$ cat src/rtl/param_alu_acc_if.sv
// Operand/command and result/handshake bundle for param_alu_acc.
// master drives the request, slave returns the accumulator and status.
interface param_alu_acc_if #(
    parameter int WIDTH = 4
);
    logic [WIDTH-1:0]   A;
    logic [2:0]         Op;
    logic               Start;
    logic [2*WIDTH-1:0] Acc;
    logic               Carry;
    logic               Busy;
    logic               Done;

    modport master (
        output A, Op, Start,
        input  Acc, Carry, Busy, Done
    );

    modport slave (
        input  A, Op, Start,
        output Acc, Carry, Busy, Done
    );
endinterface

$ cat src/rtl/param_alu_acc.sv
// Accumulator ALU with start/busy/done handshake and registered carry.
// Define PARAM_ALU_MUL_EN to build the multi-cycle shift-add multiplier.
module param_alu_acc #(
    parameter int WIDTH = 4
) (
    input  logic           Clock,
    input  logic           Reset_b,
    param_alu_acc_if.slave bus
);
    localparam int AW = 2 * WIDTH;

    localparam logic [2:0] OP_ADD    = 3'b000;
    localparam logic [2:0] OP_ACCADD = 3'b001;
    localparam logic [2:0] OP_NLOGIC = 3'b010;
    localparam logic [2:0] OP_ANYSET = 3'b011;
    localparam logic [2:0] OP_SWAP   = 3'b101;
    localparam logic [2:0] OP_XLOGIC = 3'b110;

    logic [AW-1:0]    acc_q;
    logic             carry_q;
    logic             busy_q;
    logic             done_q;
    logic [WIDTH-1:0] opa;
    logic [WIDTH-1:0] opb;
    logic [WIDTH:0]   add_sum;
    logic [AW:0]      acc_sum;
    logic [AW-1:0]    acc_nxt;
    logic             carry_nxt;

    assign opa     = bus.A;
    assign opb     = acc_q[AW-1:WIDTH];
    assign add_sum = {1'b0, opa} + {1'b0, opb};
    assign acc_sum = {1'b0, acc_q} + {{(WIDTH+1){1'b0}}, opa};

    // Single-cycle result; MUL and HOLD fall through to "unchanged".
    always_comb begin
        acc_nxt   = acc_q;
        carry_nxt = carry_q;
        case (bus.Op)
            OP_ADD: begin
                acc_nxt   = {{(WIDTH-1){1'b0}}, add_sum};
                carry_nxt = add_sum[WIDTH];
            end
            OP_ACCADD: begin
                acc_nxt   = acc_sum[AW-1:0];
                carry_nxt = acc_sum[AW];
            end
            OP_NLOGIC: acc_nxt = {~(opa | opb), ~(opa & opb)};
            OP_ANYSET: acc_nxt = (|opa || |opb) ? {2'b11, {(AW-2){1'b0}}} : '0;
            OP_SWAP:   acc_nxt = {opb, ~opa};
            OP_XLOGIC: acc_nxt = {opa ^ opb, opa ~^ opb};
            default:   ;
        endcase
    end

`ifdef PARAM_ALU_MUL_EN
    localparam logic [2:0] OP_MUL = 3'b100;
    localparam int         CW     = $clog2(WIDTH);
    localparam logic [CW-1:0] CNT_LAST = CW'(WIDTH - 1);

    typedef enum logic {IDLE, MULT} state_t;

    state_t           state;
    logic [WIDTH-1:0] mul_a;
    logic [WIDTH-1:0] mul_b;
    logic [AW-1:0]    prod;
    logic [AW-1:0]    prod_nxt;
    logic [CW-1:0]    cnt;

    // Partial product stays internal; Acc only sees the final sum.
    assign prod_nxt = prod + (mul_b[cnt] ? ({{WIDTH{1'b0}}, mul_a} << cnt) : '0);

    always_ff @(posedge Clock) begin
        if (!Reset_b) begin
            state   <= IDLE;
            acc_q   <= '0;
            carry_q <= 1'b0;
            busy_q  <= 1'b0;
            done_q  <= 1'b0;
            mul_a   <= '0;
            mul_b   <= '0;
            prod    <= '0;
            cnt     <= '0;
        end else begin
            done_q <= 1'b0;
            case (state)
                IDLE: begin
                    if (bus.Start) begin
                        if (bus.Op == OP_MUL) begin
                            mul_a  <= opa;
                            mul_b  <= opb;
                            prod   <= '0;
                            cnt    <= '0;
                            busy_q <= 1'b1;
                            state  <= MULT;
                        end else begin
                            acc_q   <= acc_nxt;
                            carry_q <= carry_nxt;
                            done_q  <= 1'b1;
                        end
                    end
                end
                MULT: begin
                    prod <= prod_nxt;
                    if (cnt == CNT_LAST) begin
                        acc_q  <= prod_nxt;
                        busy_q <= 1'b0;
                        done_q <= 1'b1;
                        state  <= IDLE;
                    end else begin
                        cnt <= cnt + CW'(1);
                    end
                end
            endcase
        end
    end
`else
    assign busy_q = 1'b0;

    always_ff @(posedge Clock) begin
        if (!Reset_b) begin
            acc_q   <= '0;
            carry_q <= 1'b0;
            done_q  <= 1'b0;
        end else begin
            done_q <= 1'b0;
            if (bus.Start) begin
                acc_q   <= acc_nxt;
                carry_q <= carry_nxt;
                done_q  <= 1'b1;
            end
        end
    end
`endif

    assign bus.Acc   = acc_q;
    assign bus.Carry = carry_q;
    assign bus.Busy  = busy_q;
    assign bus.Done  = done_q;
endmodule

$ cat src/flat_wrapper.sv
// flat-port wrapper written by rule: the top's interface ports become plain ports
module param_alu_acc_flat 
#(
    parameter int WIDTH = 4
)
  (Clock, Reset_b, bus_A, bus_Op, bus_Start, bus_Acc, bus_Carry, bus_Busy, bus_Done);
  param_alu_acc_if #(.WIDTH(WIDTH)) bus_i ();
  input  logic Clock;
  input  logic Reset_b;
  input wire logic [$bits(bus_i.A)-1:0] bus_A;
  input wire logic [$bits(bus_i.Op)-1:0] bus_Op;
  input wire logic [$bits(bus_i.Start)-1:0] bus_Start;
  output wire logic [$bits(bus_i.Acc)-1:0] bus_Acc;
  output wire logic [$bits(bus_i.Carry)-1:0] bus_Carry;
  output wire logic [$bits(bus_i.Busy)-1:0] bus_Busy;
  output wire logic [$bits(bus_i.Done)-1:0] bus_Done;
  assign bus_i.A = bus_A;
  assign bus_i.Op = bus_Op;
  assign bus_i.Start = bus_Start;
  assign bus_Acc = bus_i.Acc;
  assign bus_Carry = bus_i.Carry;
  assign bus_Busy = bus_i.Busy;
  assign bus_Done = bus_i.Done;
  param_alu_acc #(.WIDTH(WIDTH)) u_core (.Clock(Clock), .Reset_b(Reset_b), .bus(bus_i));
endmodule
$ cat config.mk
export PLATFORM = sky130hd
export DESIGN_NAME = param_alu_acc_flat
export DESIGN_NICKNAME = d
export VERILOG_FILES = /design/src/rtl/param_alu_acc_if.sv /design/src/rtl/param_alu_acc.sv /design/src/flat_wrapper.sv
export SDC_FILE = /design/constraint.sdc
export NUM_CORES = 1
export LEC_CHECK = 0
export CAP_MARGIN = 20
export CORE_ASPECT_RATIO = 1.5
export CORE_MARGIN = 2
export CORE_UTILIZATION = 35
export CTS_CLUSTER_SIZE = 25
export DETAILED_ROUTE_END_ITERATION = 16
export PLACE_DENSITY_LB_ADDON = 0.15
export SLEW_MARGIN = 10
export SYNTH_ARGS = -nofsm -noshare
export SYNTH_HDL_FRONTEND = slang
export SYNTH_SLANG_ARGS = --single-unit
$ cat constraint.sdc
create_clock -name Clock -period 3.6 [get_ports Clock]
set_input_delay 0.72 -clock Clock [delete_from_list [all_inputs] [get_ports Clock]]
set_output_delay 0.72 -clock Clock [all_outputs]
set_load 0.01 [all_outputs]
# Word level (Yosys, flattened, before mapping)
# Index checks and enable logic that the tools add are counted.
[word_totals]
ff_bits = 10
in_bits = 10
elab_cells = 33
out_inout_bits = 11
[op_classes]
add_sub_neg = 2
reduce_logical = 10
mux = 4
n_eq_ne = 5
bitwise = 8
[ops]
columns = ["operator", "count"]
rows = [
  ["8-bit one-hot mux with 6 select lines", 1],
  ["4-bit NOT", 3],
  ["8-bit by 4-bit adder with 9-bit output", 1],
  ["8-bit two-way mux", 1],
  ["4-bit OR reduction", 2],
  ["3-bit by 2-bit == test with 1-bit output, second input constant", 2],
  ["3-bit == test, second input constant", 2],
  ["6-bit nonzero test", 1],
  ["4-bit by 4-bit adder with 5-bit output", 1],
  ["5-bit nonzero test", 1],
  ["4-bit AND", 1],
  ["4-bit OR", 1],
  ["2-bit AND reduction", 2],
  ["4-bit bitwise XNOR", 1],
  ["4-bit XOR", 1],
  ["3-bit by 1-bit == test with 1-bit output, second input constant", 1],
  ["3-bit logical NOT", 1],
  ["3-bit AND reduction", 1],
  ["1-bit one-hot mux with 2 select lines", 1],
  ["2-bit nonzero test", 1],
  ["1-bit logical OR", 1],
  ["1-bit two-way mux", 1],
  ["1-bit NOT", 1],
]

# Longest topological paths before layout
# Gate-level depths: netlist (run 1).
[logic_depth]
word_depth = 4
mapped_depth = 7
ltp_nobuf = 7

# Worst setup path after synthesis (run 1)
# Ideal clock, no wire load.
[synth_timing]
path_kind = "input to register"
from = "input port bus_A[0]"
to = "register u_core.acc_q[6], in the netlist u_core.bus.Acc[6]"
required_ns = 3.483
path_buffers = 0
setup_slack_ns = 1.247
t_arrival_ns = 2.235
stages = 7
setup_ns = 0.117
path_cell_list = "ha_1 fa_1 a211o_1 o2111ai_2 xnor2_1 a211o_1 a32o_1"
[synth_via]
elab_chain_len = 4
word_cells_on_any_way = 5
cone_classes = "add/sub: 1; mux: 2; reduce/logical: 2"
[synth_rtl]
columns = ["item", "line_no", "text"]
rows = [
  ["start, declared", "flat_wrapper.sv:10", "input wire logic [$bits(bus_i.A)-1:0] bus_A;"],
  ["parallel branches: the longest is 3 deep, another holds 8-bit by 4-bit adder with 9-bit output", "-", ""],
  ["8-bit one-hot mux with 6 select lines (*)", "param_alu_acc.sv:39", "case (bus.Op)"],
  ["end signal, assigned", "param_alu_acc.sv:128", "acc_q <= acc_nxt;"],
  ["end, declared", "param_alu_acc.sv:19", "logic [AW-1:0] acc_q;"],
]
# Mark *: on every way between the ends.
# A chain may end at the register's enable or synchronous reset.

# Worst setup path after layout (run 1)
# Same ends and word-level chain as after synthesis.

==> results of run 1 <==
==> Yosys cell counts, types with 3 or more instances <==
| cell | count | area, µm² |
|---|---|---|
| o21ai_1 | 4 | 20.02 |
| mux2i_1 | 3 | 30.03 |
| o211ai_1 | 3 | 22.52 |
| nand3_1 | 4 | 20.02 |
| a211o_1 | 3 | 26.28 |
| buf_2 | 5 | 25.02 |
| a21oi_1 | 14 | 70.07 |
| xnor2_1 | 5 | 43.79 |
| o21ai_0 | 4 | 20.02 |
| ha_1 | 12 | 150.1 |
| nor2_1 | 10 | 37.54 |
| dfxtp_1 | 10 | 200.2 |
| nand2_1 | 10 | 37.54 |
| a21o_1 | 3 | 22.52 |
| inv_1 | 11 | 41.29 |
| o22ai_1 | 5 | 31.28 |
| and3_1 | 3 | 18.77 |
==> cells by family (layout without fill, tap and decap cells) <==
logic type / count (synthesis) / count (layout) / share of synthesized area
compound gates: 51 / 51 / 0.3203
other cells: 1 / 1 / 0.003441
simple gates: 36 / 36 / 0.1573
buf+inv: 19 / 35 / 0.07462
mux: 4 / 4 / 0.03789
flops: 10 / 10 / 0.1837
fa+ha+maj: 14 / 14 / 0.1745
xor+xnor: 6 / 6 / 0.04822
==> routing by layer <==
metal | vias to the layer above | routed length, µm | GRT usage
met5 | - | 0 | 0
met4 | 0 | 107 | 0.1235
met3 | 8 | 121 | 0.03292
met2 | 36 | 1569 | 0.3259
met1 | 535 | 1382 | 0.2306
li1 | 545 | - | -
==> sequential cells by signal, indices dropped and copies added (netlist names) <==
| name | cells |
|---|---|
| u_core.bus.Acc | 8 |
| u_core.bus.Carry | 1 |
| u_core.bus.Done | 1 |
==> final cells by class <==
| cell class | instances | area share |
|---|---|---|
| Inverter | 12 | 0.03343 |
| Sequential cell | 10 | 0.1486 |
| Multi-Input combinational cell | 112 | 0.5998 |
| Timing Repair Buffer | 19 | 0.1411 |
| Clock buffer | 4 | 0.04085 |
| Tap cell | 39 | 0.03621 |
==> worst paths after layout <==
path | start | endpoint | slack [ns] | cells after the start
worst max-delay path | bus_A[0] | u_core.bus.Acc[6] | 0.88 | 8
worst min-delay path | u_core.bus.Acc[3] | u_core.bus.Acc[3] | 0.50 | 2
worst max register to register | u_core.bus.Acc[0] | u_core.bus.Acc[6] | 1.55 | 7
worst min register to register | u_core.bus.Acc[3] | u_core.bus.Acc[3] | 0.50 | 2
==> worst max-delay path, stage by stage <==
cell and delay (ns):
clkdlybuf4s50_1 0.50, ha_1 0.25, fa_1 0.43, a211o_1 0.29, o2111ai_2 0.09, xnor2_1 0.08, a211o_1 0.29, a32o_1 0.20
==> stage by stage <==
step           worst slack, ns  instances  cell area, µm²
6_report                0.8776        196            1348
5_1_grt                 0.7482        196            1348
4_1_cts                 0.8797        196            1348
3_5_place_dp            0.6220        192            1292
3_3_place_gp            0.6521        192            1292
2_1_floorplan            1.247        141            1090
==> where the power goes <==
group / total [W] / internal, W / switching [W]
clock: 0.000150 / 0.0000968 / 0.0000528
combinational: 0.000140 / 0.0000649 / 0.0000751
sequential: 0.000128 / 0.000118 / 0.00000949
total: 0.000417 / 0.000280 / 0.000137
==> impl_metrics.json, run 1 <==
{
  "status": "finished clean",
  "globalplace.congestion": 0.8935,
  "ir_drop_mv": 0.2335,
  "drv_slew": 0,
  "p_leak_nw": 0.5858,
  "drtAntennaViolNets": 0,
  "worstPathRequired_ns": 3.74,
  "n_antenna_cell": 0,
  "clock_skew_ns": 0.006584,
  "ctsHoldBuffers": 0,
  "ctsRootBufferMaster": "clkbuf_8",
  "avgSynthCellArea_um2": 7.729,
  "numClockSinks": 10,
  "fillers": 319,
  "tightest_slew_ns": 0.8517,
  "seq_area_frac_synth": 0.1837,
  "cts_made_buffers": 3,
  "hp-class": "reg -> reg",
  "layout-drive-gt1-share": 0.05096,
  "fin_total_pwr_w": 0.0004172,
  "synth_edf_count": 0,
  "slew_headroom": 0.4304,
  "tns_ns": 0,
  "core_um2": 2943,
  "grt_antenna_before_repair": 0,
  "critPathLaunchType": "input port",
  "post-cts-setup-buffer-count": 0,
  "htreeDepth": 1,
  "dp_hpwl_um": 2421,
  "fp.dieW_um": 49.56,
  "grt_use_total": 0.1956,
  "dr_total_vias": 1124,
  "ctsResizeCount": 0,
  "cts_buffer_depth": 2,
  "grt_pass1_wl_um": 5333,
  "fin_util": 0.4579,
  "synth_ff_type": "dfxtp_1",
  "synth-async-reset-ratio": 0,
  "syn_area_um2": 1090,
  "grt_pass1_vias": 1100,
  "wl_um": 3180,
  "synthCells": 141,
  "finalHoldViolCount": 0,
  "grt_max_degree": 22,
  "max_freq_mhz": 367.3,
  "min_period_over_period": 0.7562,
  "area.growth.synth_to_final_pct": 23.65,
  "yosysWarnings": 0,
  "post-route-min-period_ns": 2.722,
  "multi_input_area_um2": 808.3,
  "portBuffers": 19,
  "detail_route.wl_per_cell_um": 16.22,
  "firstDrtPassIters": 4,
  "ys_types": 43,
  "die_area_um2": 3585,
  "die_h_um": 72.34,
  "critPathMaxFanout": 5,
  "seqCellArea_um2": 200.2,
  "synth-seq-cells": 10,
  "mostFrequentLayoutCell": "clkdlybuf4s50_1",
  "critPathCaptureType": "flop",
  "start_util": 0.3703,
  "rsz0062_at_grt": "no",
  "final_cell_mix": "clkdlybuf4s50_1, a21oi_1, ha_1, inv_1",
  "crit_arrival_ns": 2.86,
  "p_per_area_nw_per_um2": 309.6,
  "clk_latency_ns": 0.25,
  "crit_type": "in -> reg",
  "nets": 182,
  "drv_cap": 0,
  "syn_nets": 165,
  "fin_hold_ws_ns": 0.5029,
  "cts_tree": "yes",
  "cts.clk_slew.worst_paths_ns": 0.05,
  "io_pins": 21,
  "drc": 0,
  "grt_overflow": 0,
  "finalSetupViolations": 0,
  "first_iter_violations": 40,
  "core.rowCount": 24,
  "vias_per_cell": 5.735
}
No activity file was read; power rests on OpenSTA's default activity.
==> run 2, diff against run 1 <==
==> constraint.sdc (replaced) <==
create_clock -name Clock -period 2.8 [get_ports Clock]
set_input_delay 0.56 -clock Clock [delete_from_list [all_inputs] [get_ports Clock]]
set_output_delay 0.56 -clock Clock [all_outputs]
set_load 0.01 [all_outputs]
==> run 2 against run 1 <==
  * Utilization grew 2.0 points
  * Clock power is 30% higher
  * Global-route usage rose by 0.46 points
  * Worst setup slack got worse by 0.54 ns
  * Routed wire length rose by 1.2%
  * Clock skew shrank 0.0053 ns
  * Sequential power rose by 28%
  * First-iteration DRC count is 60% lower
  * Die area stayed put
  * Via count increased by 2.7%
  * Combinational power is 34% higher
  * Critical endpoint unchanged
  * Largest cell class unchanged
==> impl_metrics.json, run 2 (same netlist as run 1, synthesis figures left out) <==
{
  "detail_route.wl_per_cell_um": 15.77,
  "grt_max_degree": 13,
  "fp.dieW_um": 49.56,
  "cts_buffer_depth": 2,
  "core.rowCount": 24,
  "ir_drop_mv": 0.1823,
  "clock_skew_ns": 0.001251,
  "htreeDepth": 1,
  "use_met3": 0.02263,
  "vias_per_cell": 5.657,
  "start_util": 0.3703,
  "slew_headroom": 0.6603,
  "grt_antenna_before_repair": 0,
  "postLayoutCellArea_um2": 1408,
  "dp_hpwl_um": 2544,
  "crit_top_cell": "a211o_1",
  "critPathCaptureType": "flop",
  "drv_cap": 0,
  "die_area_um2": 3585,
  "critPathMaxFanout": 3,
  "placed_cells": 200,
  "fin_util": 0.4783,
  "grt_use_total": 0.2003,
  "final_cell_mix": "clkdlybuf4s50_1, a21oi_1, ha_1, inv_1",
  "p_leak_nw": 0.6245,
  "status": "finished clean",
  "globalplace.congestion": 0.9638,
  "place_area_um2": 1353,
  "worstPathRequired_ns": 2.94,
  "tightest_slew_ns": 0.5080,
  "crit_type": "in -> reg",
  "clk_latency_ns": 0.24,
  "swShare": 0.3299,
  "max_freq_mhz": 406.4,
  "hp-class": "reg -> reg",
  "io_pins": 21,
  "fillers": 320,
  "numClockSinks": 10,
  "post-cts-setup-buffer-count": 0,
  "slowest_stage": "clkdlybuf4s50_1",
  "nets": 190,
  "critPathLaunchType": "input port",
  "cts.clk_slew.worst_paths_ns": 0.06,
  "grt_overflow": 0,
  "mostFrequentLayoutCell": "clkdlybuf4s50_1",
  "power.share.sequential": 0.299,
  "die_h_um": 72.34,
  "min_period_over_period": 0.8787,
  "n_antenna_cell": 0,
  "fin_hold_ws_ns": 0.5289,
  "rsz0062_at_grt": "no",
  "dr_total_vias": 1154,
  "grt_pass1_vias": 1185,
  "largest_reg_flops": 8,
  "portBuffers": 19,
  "ctsRootBufferMaster": "clkbuf_8",
  "area.growth.synth_to_final_pct": 29.16,
  "intPower_w": 0.0003666,
  "path_cells": "clkdlybuf4s50_1 > ha_1 > fa_1 > a211o_1 > o2111ai_2 > xnor2_1 > a211o_1 > a32o_1",
  "slowest_delay_ns": 0.43,
  "finalSetupViolations": 0,
  "clkPwrFrac": 0.357,
  "stdcell_count": 204,
  "grt_pass1_wl_um": 5485,
  "post-route-min-period_ns": 2.460,
  "first_iter_violations": 16,
  "grt.busiest_layer": "met2",
  "ctsHoldBuffers": 0,
  "layout-drive-gt1-share": 0.09697,
  "comb_power_share": 0.344,
  "p_sw_w": 0.0001805,
  "multi_input_area_um2": 808.3,
  "drc": 0,
  "finalHoldViolCount": 0,
  "cts_made_buffers": 3,
  "p_per_area_nw_per_um2": 388.6,
  "cts_tree": "yes",
  "firstDrtPassIters": 4,
  "met1_usage": 0.2226,
  "wl_um": 3217,
  "core_um2": 2943,
  "seqCellArea_um2": 200.2,
  "grt_use_met2": 0.3556,
  "drtAntennaViolNets": 0,
  "ctsResizeCount": 0,
  "drv_slew": 0,
  "tns_ns": 0,
  "crit_arrival_ns": 2.60
}
[run 2: per-layer routing]
metal | share of wire | up-vias
li1 | - | 566
met1 | 0.41 | 538
met2 | 0.51 | 36
met3 | 0.033 | 14
met4 | 0.040 | 0
met5 | 0 | -
[run 2: through the flow]
stage,total power (W),setup WS (ns)
after global routing,0.0005787,0.2046
after floorplan,0.0002826,0.6073
after global placement,0.0003509,0.1023
after detailed placement,0.0003537,0.07346
after CTS,0.0005480,0.3307
final,0.0005471,0.3396
[run 2: worst max-delay path: cells and delay by family]
family	cells	cell delay [ns]
compound gates	4	0.87
fa+ha+maj	2	0.66
buf+inv	1	0.43
xor+xnor	1	0.08
[run 2: power by group through the flow]
| stage | sequential (W) | clock (W) | combinational (W) |
|---|---|---|---|
| final | 0.000164 | 0.000195 | 0.000188 |
| after global routing | 0.000165 | 0.000204 | 0.000209 |
| after CTS | 0.000164 | 0.000196 | 0.000188 |
| after detailed placement | 0.000167 | 0 | 0.000187 |
| after global placement | 0.000167 | 0 | 0.000184 |
| after floorplan | 0.000168 | 0 | 0.000114 |
[run 2: final cells by class]
cell class                 count  share of cell area
clock buffer                   4             0.03911
inverter                      12             0.03200
multi-input combinational    112              0.5742
sequential                    10              0.1422
tap                           39             0.03467
timing repair buffer          27              0.1778
[run 2: final timing paths]
kind	startpoint	end	slack [ns]	cells after the start
setup / recovery	bus_A[0]	u_core.bus.Acc[6]	0.34	8
hold / removal	u_core.bus.Acc[3]	u_core.bus.Acc[3]	0.53	2
setup reg to reg	u_core.bus.Acc[0]	u_core.bus.Acc[6]	0.75	7
hold reg to reg	u_core.bus.Acc[3]	u_core.bus.Acc[3]	0.53	2
